<file path="src/rtl/drr_pkg.sv">
// drr_pkg: shared types, widths and defaults for the deficit round-robin scheduler.
package drr_pkg;
   typedef enum logic [1:0] {IDLE, SELECT, SEND} state_t;
   localparam int LEN_W = 8;
   localparam int DEF_W = 17;
   localparam int QW = 16;
   localparam int NUM_IN_LOG2_DEF = 3;
   localparam int DATA_W_DEF = 64;
   localparam int QUANT_RST_DEF = 16;
   function automatic logic [DEF_W-1:0] sat_add(input logic [DEF_W-1:0] a, input logic [QW-1:0] b);
      logic [DEF_W:0] s;
      s = {1'b0, a} + {{(DEF_W+1-QW){1'b0}}, b};
      return s[DEF_W] ? '1 : s[DEF_W-1:0];
   endfunction
endpackage

</file>
<file path="src/rtl/drr_cfg_regs.sv">
// drr_cfg_regs: per-queue quantum register bank with a single write port.
module drr_cfg_regs
   import drr_pkg::*;
#(
   parameter int NUM_IN_LOG2 = NUM_IN_LOG2_DEF,
   parameter int QUANT_RST = QUANT_RST_DEF,
   localparam int N = 1 << NUM_IN_LOG2
) (
   input  logic                   clk,
   input  logic                   rst,
   input  logic                   we_i,
   input  logic [NUM_IN_LOG2-1:0] addr_i,
   input  logic [QW-1:0]          quantum_i,
   output logic [N-1:0][QW-1:0]   quantum_o
);
   logic [N-1:0][QW-1:0] q_q;
   always_ff @(posedge clk) begin
      if (rst) q_q <= {N{QW'(QUANT_RST)}};
      else if (we_i) q_q[addr_i] <= quantum_i;
   end
   assign quantum_o = q_q;
endmodule

</file>
<file path="src/rtl/drr_sched.sv">
// drr_sched: deficit round-robin scheduler draining N show-ahead FIFOs packet by packet.
module drr_sched
   import drr_pkg::*;
#(
   parameter int NUM_IN_LOG2 = NUM_IN_LOG2_DEF,
   parameter int DATA_W = DATA_W_DEF,
   parameter int QUANT_RST = QUANT_RST_DEF,
   localparam int N = 1 << NUM_IN_LOG2
) (
   input  logic                      clk,
   input  logic                      rst,
   input  logic [N-1:0]              fifo_empty,
   input  logic [N-1:0][DATA_W-1:0]  fifo_data,
   output logic [N-1:0]              fifo_rdreq,
   output logic                      out_valid,
   input  logic                      out_ready,
   output logic [DATA_W-1:0]         out_data,
   output logic                      out_sop,
   output logic                      out_eop,
   input  logic                      cfg_we,
   input  logic [NUM_IN_LOG2-1:0]    cfg_addr,
   input  logic [QW-1:0]             cfg_quantum,
   output logic                      busy
);
   state_t                    state_q, state_d;
   logic [NUM_IN_LOG2-1:0]    ptr_q, ptr_d, cur_q, cur_d;
   logic                      fresh_q, fresh_d, first_q, first_d;
   logic [LEN_W-1:0]          rem_q, rem_d, len;
   logic [N-1:0][DEF_W-1:0]   def_q, def_d;
   logic [N-1:0][QW-1:0]      quantum;
   logic [DEF_W-1:0]          d;

   drr_cfg_regs #(.NUM_IN_LOG2(NUM_IN_LOG2), .QUANT_RST(QUANT_RST)) u_cfg (
      .clk(clk), .rst(rst), .we_i(cfg_we), .addr_i(cfg_addr),
      .quantum_i(cfg_quantum), .quantum_o(quantum)
   );

   // a zero length header still carries one word
   assign len = (fifo_data[ptr_q][LEN_W-1:0] == '0) ? LEN_W'(1) : fifo_data[ptr_q][LEN_W-1:0];
   assign d = sat_add(def_q[ptr_q], fresh_q ? quantum[ptr_q] : '0);

   always_comb begin
      state_d = state_q;
      ptr_d = ptr_q;
      cur_d = cur_q;
      fresh_d = fresh_q;
      first_d = first_q;
      rem_d = rem_q;
      def_d = def_q;
      fifo_rdreq = '0;
      out_valid = 1'b0;
      out_sop = 1'b0;
      out_eop = 1'b0;
      busy = 1'b0;
      out_data = fifo_data[cur_q];
      unique case (state_q)
         IDLE: begin
            fresh_d = 1'b1;
            if (!(&fifo_empty)) state_d = SELECT;
         end
         SELECT: begin
            if (fifo_empty[ptr_q] || quantum[ptr_q] == '0) begin
               def_d[ptr_q] = '0;
               ptr_d = ptr_q + NUM_IN_LOG2'(1);
               fresh_d = 1'b1;
               if (&fifo_empty) state_d = IDLE;
            end else if (DEF_W'(len) <= d) begin
               def_d[ptr_q] = d - DEF_W'(len);
               cur_d = ptr_q;
               rem_d = len;
               first_d = 1'b1;
               fresh_d = 1'b0;
               state_d = SEND;
            end else begin
               def_d[ptr_q] = d;
               ptr_d = ptr_q + NUM_IN_LOG2'(1);
               fresh_d = 1'b1;
            end
         end
         SEND: begin
            busy = 1'b1;
            out_valid = !fifo_empty[cur_q];
            out_sop = out_valid && first_q;
            out_eop = out_valid && rem_q == LEN_W'(1);
            fifo_rdreq[cur_q] = out_valid && out_ready;
            if (out_valid && out_ready) begin
               rem_d = rem_q - LEN_W'(1);
               first_d = 1'b0;
               if (rem_q == LEN_W'(1)) begin
                  state_d = SELECT;
                  fresh_d = 1'b0;
               end
            end
         end
         default: state_d = IDLE;
      endcase
   end

   always_ff @(posedge clk) begin
      if (rst) begin
         state_q <= IDLE;
         ptr_q <= '0;
         cur_q <= '0;
         fresh_q <= 1'b1;
         first_q <= 1'b0;
         rem_q <= '0;
         def_q <= '0;
      end else begin
         state_q <= state_d;
         ptr_q <= ptr_d;
         cur_q <= cur_d;
         fresh_q <= fresh_d;
         first_q <= first_d;
         rem_q <= rem_d;
         def_q <= def_d;
      end
   end
endmodule

</file>
<file path="config.mk">
export PLATFORM = sky130hd
export DESIGN_NAME = drr_sched
export DESIGN_NICKNAME = d
export VERILOG_FILES = /design/src/rtl/drr_pkg.sv /design/src/rtl/drr_cfg_regs.sv /design/src/rtl/drr_sched.sv
export SDC_FILE = /design/constraint.sdc
export NUM_CORES = 1
export LEC_CHECK = 0
export BUFFER_PORTS_ARGS = -buffer_cell sky130_fd_sc_hd__buf_2
export CORE_AREA = 2 2 240 242
export CTS_BUF_LIST = sky130_fd_sc_hd__clkbuf_4 sky130_fd_sc_hd__clkbuf_8
export CTS_CLUSTER_SIZE = 25
export DETAILED_ROUTE_END_ITERATION = 16
export DIE_AREA = 0 0 242 244
export HOLD_SLACK_MARGIN = 0.02
export RECOVER_POWER = 50
export SLEW_MARGIN = 5
export SYNTH_ARGS = -nofsm -noshare
export SYNTH_HDL_FRONTEND = slang
export SYNTH_HIERARCHICAL = 1
export SYNTH_SLANG_ARGS = --single-unit
</file>
<file path="constraint.sdc">
create_clock -name clk -period 19.6 [get_ports clk]
set_clock_uncertainty 0.2 [all_clocks]
set_input_delay 0 -clock clk [delete_from_list [all_inputs] [get_ports clk]]
set_output_delay 0 -clock clk [all_outputs]
set_load 0.01 [all_outputs]
</file>
==> metrics.md, run 1 <==
| Metric | Value |
|---|---|
| GP Congestion | `around 1.1` |
| Fin Setup TNS | `0 ps` |
| Place WS | `11,380 ps` |
| Post-route clock period utilization | `43.2%` |
| Total track usage | `between 40% and 50%` |
| Reg2reg end | `def_q[99]$_SDFFE_PP0P_` |
| Total power | `~3 mW` |
| Vias/cell | `a little over 6` |
| Final Critical Period | `8460 ps` |
| Slew at the pin closest to its max-slew limit | `approximately 4000 ps` |
| Placed cells | `~3.2k` |
| # port buffers | `~620` |
| FP Rows | `87` |
| First-pass GRT wire length | `approximately 160,000 um` |
| Synth cell types | `between 90 and 100` |
| DRT iter0 DRCs | `2,432` |
| Int Pwr | `~1.5 mW` |
| Post-route cell area | `22,700 sq um` |
| Maximum vdd drop | `0.000101 V` |
| Yosys warns | `6` |
| Vias in the first global route | `19.5k` |
| Met2 Resource Use GR | `60.8%` |
| Share of layout cells above drive strength 1 | `a little under a third` |
| Remaining antenna violation count | `0` |
| HPWL reported at the end of detailed placement | `about 100,000 um` |
| Final Non-Filler Cells | `about 3.4k` |
| Area of the multi-input gates | `11,000 sq um` |
| CTS H-Tree Depth | `2` |
| Routed wire per std cell | `roughly 37 um` |
| Seq pwr share | `a little under a quarter` |
| Reg2Reg Setup Slack | `11,140 ps` |
| RSZ-0062 raised after global routing | `false` |
| Final setup viols | `0` |
| Clock-pin slew on the worst setup and hold paths | `~70 ps` |
| DRC viols | `0` |
| Worst skew pair latency | `around 600 ps` |
| Antenna violations before repair | `63` |
| Met3 Usage GRT | `8.22%` |
| Final nets | `between 3k and 4k` |
| Clock Power Share | `between 20% and 30%` |
| FF+latch count, synth | `282` |
| Crit path max fanout | `49` |
| Critical Path Sink Type | `flip-flop` |
| Most Crowded Layer GR | `met2` |
| Asr flop ratio synth | `0%` |
| Post-Synthesis Cells | `2,011` |
| Reg2Reg Depth | `24` |
| Ys flop type | `dfxtp_1` |
| Reg area | `roughly 5700 sq um` |
| Vias | `between 20k and 25k` |
| Worst hold path class | `in -> reg` |
| Synth Net Count | `~2.6k` |
| Fill cells | `5,820` |
| Critical path origin | `ptr_q[0]$_SDFFE_PP0P_` |
| Drt pass-1 iters | `6` |
| Congestion Overflow GR | `0` |
| CP Data Arrival Time | `8760 ps` |
| Number of flops mapped to enable cells by yosys | `0` |
| # clock sinks | `282` |
| Area post-placement | `roughly 21,000 sq um` |
| Clock Tree Buf Depth | `3` |
| Maximum number of pins on one net before global-route repair | `100` |
| Failing checks | `max-capacitance violations, max-slew violations` |
| Clock root cell | `clkbuf_8` |
| Core ar. | `about 56,000 sq um` |
| Final Routed Wirelength | `126,000 um` |
| Starting Density | `31.6%` |
| Final count of hold timing violations | `0` |
| Io pins | `slightly above 600` |
| Chip height | `244 um` |
| Req. time, crit path | `approximately 20,000 ps` |
| Die X-Extent | `242 um` |
| Lkg Pwr | `roughly 9.4 nW` |
| Die area | `between 50,000 and 60,000 sq um` |
| P_sw | `1.45 mW` |
| Slew margin rel. | `-159%` |
| Fmax | `approximately 120 MHz` |
| Area grow syn2layout | `27.9%` |
| Outcome | `complete, but fails checks` |
| Syn Area/Cell | `between 8 and 9 sq um` |
| WS Path Type | `reg -> reg` |
| Startpoint Class | `flip-flop` |
| Final worst slack | `about 11,000 ps` |
| CTS tree | `yes` |
| Mapped Area | `around 18,000 sq um` |
| Power per Cell Area | `approximately 130 nW/um^2` |
| Gate power share | `56.8%` |
| Max-cap violations | `11` |
| Sequential area share after synthesis | `31.9%` |
| CTS-repair resized insts | `0` |
| CTS buffer count | `between 40 and 50` |
| Sw Share | `48.5%` |
| Critical path endpoint | `def_q[99]$_SDFFE_PP0P_` |
| Met1 Use GR | `45.5%` |
| Pins Over Slew Limit | `slightly below 400` |
| R2r startpoint | `ptr_q[0]$_SDFFE_PP0P_` |
| Hold-critical path depth | `6` |
[per-layer routing]
metal	share of wire (%)	vias up
li1	-	8928
met1	36	10100
met2	44	1256
met3	7.8	346
met4	12	14
met5	0.069	-
[cells by family (layout without fill, tap and decap cells)]
| family | Yosys count | in the layout | share of synthesized area [%] |
|---|---|---|---|
| AOI/OAI and AO/OA | 656 | 656 | 27.6 |
| xor gates and xnor gates | 16 | 16 | 0.833 |
| adders and majority gates | 29 | 29 | 2.13 |
| buffers and inverters | 265 | 852 | 6.40 |
| DFF | 282 | 282 | 31.9 |
| muxes | 198 | 198 | 13.5 |
| other | 0 | 41 | 0 |
| and+or+nand+nor | 565 | 565 | 17.7 |
[flip-flops by register name, indices dropped and copies added (netlist names)]
name and count:
def_q 136, u_cfg/quantum_o 128, rem_q 8, cur_q 3, ptr_q 3, state_q 2
first_q 1, fresh_q 1
[worst min path at each step]
stage	start	slack, ps	end
2_1_floorplan	fifo_data[320]	-40	out_data[0]
3_3_place_gp	fifo_data[62]	160	out_data[62]
3_5_place_dp	fifo_data[62]	170	out_data[62]
4_1_cts	fifo_data[449]	40	rem_q[1]$_SDFFE_PP0P_
5_1_grt	fifo_data[449]	90	rem_q[1]$_SDFFE_PP0P_
6_report	fifo_data[449]	70	rem_q[1]$_SDFFE_PP0P_
[power by group through the flow]
stage	Clock, mW	Combinational, mW	Sequential, mW
floorplan	0	1.14	0.663
detailed placement	0	1.65	0.702
CTS	0.599	1.66	0.690
global route	0.628	1.79	0.698
global placement	0	1.65	0.699
finish	0.600	1.70	0.691
[per-stage QoR]
| step | util [%] | hold WS, ps |
|---|---|---|
| 2_1_floorplan | - | -44.9 |
| 3_3_place_gp | 38.0 | 163 |
| 3_5_place_dp | 38.0 | 168 |
| 4_1_cts | 40.4 | 40.7 |
| 5_1_grt | 40.3 | 91.5 |
| 6_report | 40.4 | 67.9 |
[synthesized netlist by cell type (16+ instances only)]
library cell / instances / area share (%)
dfxtp_1: 282 / 32
a22oi_1: 266 / 11
mux2i_1: 155 / 8.8
nand2b_1: 141 / 5.0
clkbuf_1: 128 / 2.7
nand2_1: 115 / 2.4
o32ai_1: 80 / 4.0
nor2_1: 76 / 1.6
o22ai_1: 76 / 2.7
nand4_1: 74 / 2.6
inv_1: 67 / 1.4
a21oi_1: 48 / 1.4
a211oi_1: 40 / 1.7
buf_2: 34 / 0.96
o21ai_0: 31 / 0.88
mux4_2: 28 / 3.6
nor3_1: 28 / 0.79
ha_1: 27 / 1.9
nor2b_1: 21 / 0.74
nand3_1: 18 / 0.51
and2_1: 17 / 0.60
buf_1: 17 / 0.36
nor4_1: 16 / 0.56
[cells in the final DEF, fill, tap and decap left out, drive strengths merged, types with 13 or more instances in the layout]
cell,netlist,layout
and2,17,17
nor2b,21,21
o21ai,36,36
nand2b,141,141
diode,0,41
a211oi,40,40
inv,70,71
nand2,116,116
nor4,17,17
o32ai,80,80
a21oi,49,49
o211ai,16,16
buf,67,610
o22ai,76,76
nand3,18,18
or2,13,13
dlygate4sd3,0,29
dfxtp,282,282
nor3,29,29
mux2i,158,158
ha,27,27
mux4,28,28
clkbuf,128,139
a22oi,266,266
nor2,77,77
nand4,75,75
[timing repair]
item / CTS / global route
setup buffers: 0 / 0
hold buffers: 29 / 0
endpoints found under the hold margin: 143 / 0
[worst max-delay path: stages, from the launching register on]
cell and delay (ps):
dfxtp_4 920, buf_4 580, nor2b_1 450, nand2_1 620, o22ai_1 370, nor4_1 160
ha_1 330, a211oi_1 400, o21a_1 210, o2bb2ai_1 130, o311a_1 540, nor2_1 190
ha_1 220, inv_1 70, fa_1 460, a21oi_1 160, nor2b_1 70, or3_1 330
a2111oi_0 420, nor3_1 170, buf_4 190, nor3_2 330, a311o_1 240, nand3_1 280
o32ai_1 220
[final cells by class]
type	instances	area share [%]
Tap cell	756	4.17
Clock buffer	85	4.72
Multi-Input combinational cell	1464	48.4
Timing Repair Buffer	693	16.0
Antenna cell	41	0.453
Clock inverter	4	0.105
Inverter	70	1.16
Sequential cell	282	24.9
(Power assumes the default switching activity.)
==> run 2, diff against run 1 <==
==> constraint.sdc (replaced) <==
create_clock -name clk -period 7.6 [get_ports clk]
set_clock_uncertainty 0.2 [all_clocks]
set_input_delay 0 -clock clk [delete_from_list [all_inputs] [get_ports clk]]
set_output_delay 0 -clock clk [all_outputs]
set_load 0.01 [all_outputs]
==> metrics.md, run 2 (synthesis gave the netlist of run 1 again) <==
| Metric | Value |
|---|---|
| Outcome | `complete, but fails checks` |
| Failing checks | `max-capacitance violations, max-slew violations` |
| Antenna violations before repair | `63 (unchanged)` |
| RSZ-0062 raised after global routing | `false` |
| Flip-flop count of the largest register after layout | `136 (unchanged)` |
| Critical Path Sink Type | `flip-flop` |
| Worst Hold Launch | `fifo_empty[1]` |
| Die X-Extent | `242 um (unchanged)` |
| Chip height | `244 um (unchanged)` |
| Fmax | `140 MHz (+18%)` |
| Maximum number of pins on one net before global-route repair | `148 (+48%)` |
| First-pass GRT wire length | `173,000 um (+4.7%)` |
| Most frequent CP cell | `buf_4` |
| Remaining antenna violation count | `0 (unchanged)` |
| Reg with most FFs | `def_q` |
| Clock Tree Buf Depth | `3 (unchanged)` |
| Vias in the first global route | `20.2k (+3.7%)` |
| Commonest non-fill, non-tap cell in the layout | `buf_2` |
| Total power | `8.35 mW (+180%)` |
| Final Routed Wirelength | `131,000 um (+4.4%)` |
| Io pins | `619 (unchanged)` |
| Crit-path leading delay family | `simple AND/OR/NAND/NOR gates` |
| Cell Chain, Critical Path | `buf_4 > nor2b_1 > nand2_1 > buf_4 > o22ai_1 > nor4_1 > ha_1 > a211oi_1 > o21a_1 > o2bb2ai_1 > buf_4 > o311ai_1 > buf_4 > nand2b_1 > ha_1 > nor2b_1 > o31a_1 > o31ai_1 > nand2b_1 > a31o_2 > nor2_2 > and3_4 > mux2i_4 > o22ai_1` |
| CTS buffer count | `49 (+2.1%)` |
| Reg2Reg Setup Slack | `440 ps (-10,690 ps)` |
| Max-cap violations | `6 (-5)` |
| Fill cells | `5,845 (+0.43%)` |
| Critical path origin | `ptr_q[1]$_SDFFE_PP0P_` |
| Final count of hold timing violations | `0 (unchanged)` |
| Hold Slack | `24.0 ps (-43.9 ps)` |
| GP Congestion | `1.12 (+1.2%)` |
| Clock-pin slew on the worst setup and hold paths | `70 ps (about the same)` |
| Worst skew pair latency | `660 ps (+60 ps)` |
| Total track usage | `42.4% (+2.1 points)` |
| Final nets | `3,187 (+1.8%)` |
| Slew at the pin closest to its max-slew limit | `2680 ps (-1200 ps)` |
| # port buffers | `618 (unchanged)` |
| Drt pass-1 iters | `6 (unchanged)` |
| R2r startpoint | `ptr_q[1]$_SDFFE_PP0P_` |
| Core ar. | `56,200 sq um (unchanged)` |
| Area grow syn2layout | `30.4%` |
| Worst hold path class | `in -> reg` |
| Slowest stage delay, CP | `950 ps (+30 ps)` |
| Vias | `21.4k (+3.6%)` |
| DRT iter0 DRCs | `2,763 (+14%)` |
| Pins Over Slew Limit | `166 (-58%)` |
| Clock root cell | `clkbuf_8` |
| WS Path Type | `reg -> reg` |
| Vias/cell | `6.19 (+1.9%)` |
| Final Critical Period | `7160 ps (-1310 ps)` |
| CP Data Arrival Time | `7430 ps (-1330 ps)` |
| Req. time, crit path | `7870 ps (-12,020 ps)` |
| CTS H-Tree Depth | `2 (unchanged)` |
| Crit path max fanout | `16 (-67%)` |
| Congestion Overflow GR | `0 (unchanged)` |
| Routed wire per std cell | `38.0 um (+2.8%)` |
| Post-route clock period utilization | `94.2% (+51 points)` |
| HPWL reported at the end of detailed placement | `106,000 um (+4.2%)` |
| DRC viols | `0 (unchanged)` |
| FP Rows | `87 (unchanged)` |
| CP Buf/Inv Count | `4 (+1)` |
| Starting Density | `31.6% (unchanged)` |
| Slew margin rel. | `-78.9% (+80 points)` |
| Lkg Pwr | `9.67 nW (+2.9%)` |
| Final setup viols | `0 (unchanged)` |
| Maximum vdd drop | `0.000270 V (+170%)` |
| Fin Setup TNS | `0 ps (unchanged)` |
| Setup bufs post-CTS | `0 (unchanged)` |
| CTS tree | `yes` |
| Power per Cell Area | `361 nW/um^2 (+170%)` |
| Commonest non-fill, non-tap cells in the layout | `buf_2, dfxtp_1, a22oi_1` |
| Startpoint Class | `flip-flop` |
| Share of layout cells above drive strength 1 | `32.1% (+1.7 points)` |
| Post-Route Utilization | `41.1% (+0.77 points)` |
| # clock sinks | `282 (unchanged)` |
| Critical-path top delay cell | `nor4_1` |
| Die area | `59,000 sq um (unchanged)` |
==> run 2: metal layers <==
metal / vias to the layer above / global-route usage, % / share of wire, %
li1: 9035 / - / -
met1: 10500 / 48.0 / 36
met2: 1397 / 62.8 / 44
met3: 382 / 9.89 / 8.2
met4: 16 / 46.8 / 12
met5: - / 0 / 0.075
==> run 2: timing repair <==
| action | CTS | global route |
|---|---|---|
| setup endpoints to repair | 0 | 1 |
| endpoints found under the hold margin | 141 | 0 |
| resized for setup | 0 | 1 |
| hold buffers | 29 | 0 |
==> run 2: path summary, 6_finish.rpt <==
| check | end | cells after the start |
|---|---|---|
| hold reg to reg | def_q[124]$_SDFFE_PP0P_ | 2 |
| setup / recovery | def_q[75]$_SDFFE_PP0P_ | 24 |
| hold / removal | first_q$_SDFFE_PP0P_ | 6 |
| setup reg to reg | def_q[75]$_SDFFE_PP0P_ | 24 |
==> run 2: area by class of cell <==
type | instances | area (sq um) | area share, %
antenna | 41 | 103 | 0.444
clock inverter | 8 | 81.3 | 0.352
timing repair buffer | 748 | 4070 | 17.6
clock buffer | 81 | 1010 | 4.37
sequential | 282 | 5650 | 24.5
tap | 756 | 946 | 4.09
inverter | 70 | 263 | 1.14
multi-input combinational | 1464 | 11000 | 47.5
==> run 2: report_power, final <==
part | internal, mW | total [mW] | leakage, nW | switching [mW]
clock | 0.873 | 1.56 | 0.574 | 0.690
sequential | 1.62 | 1.75 | 2.28 | 0.128
combinational | 1.78 | 5.03 | 6.82 | 3.25
total | 4.28 | 8.34 | 9.67 | 4.07
==> run 2: per-stage QoR <==
stage	setup slack [ps]	cells	instance area (sq um)
after floorplan	506	2011	17700
after global placement	439	3291	21700
after detailed placement	434	3291	21700
after CTS	427	3409	23100
after global routing	47.2	3429	23100
final	441	3450	23100
==> run 2: worst register-to-register path, stage by stage (launching register included) <==
cell       delay [ps]
dfxtp_2           390
buf_4             230
nor2b_1           170
nand2_1           100
buf_4             280
o22ai_1           160
nor4_1            950
ha_1              410
a211oi_1          280
o21a_1            210
o2bb2ai_1         120
buf_4             150
o311ai_1          270
buf_4             230
nand2b_1          130
ha_1              310
nor2b_1           140
o31a_1            270
o31ai_1           290
nand2b_1          150
a31o_2            300
nor2_2            210
and3_4            380
mux2i_4           470
o22ai_1           180
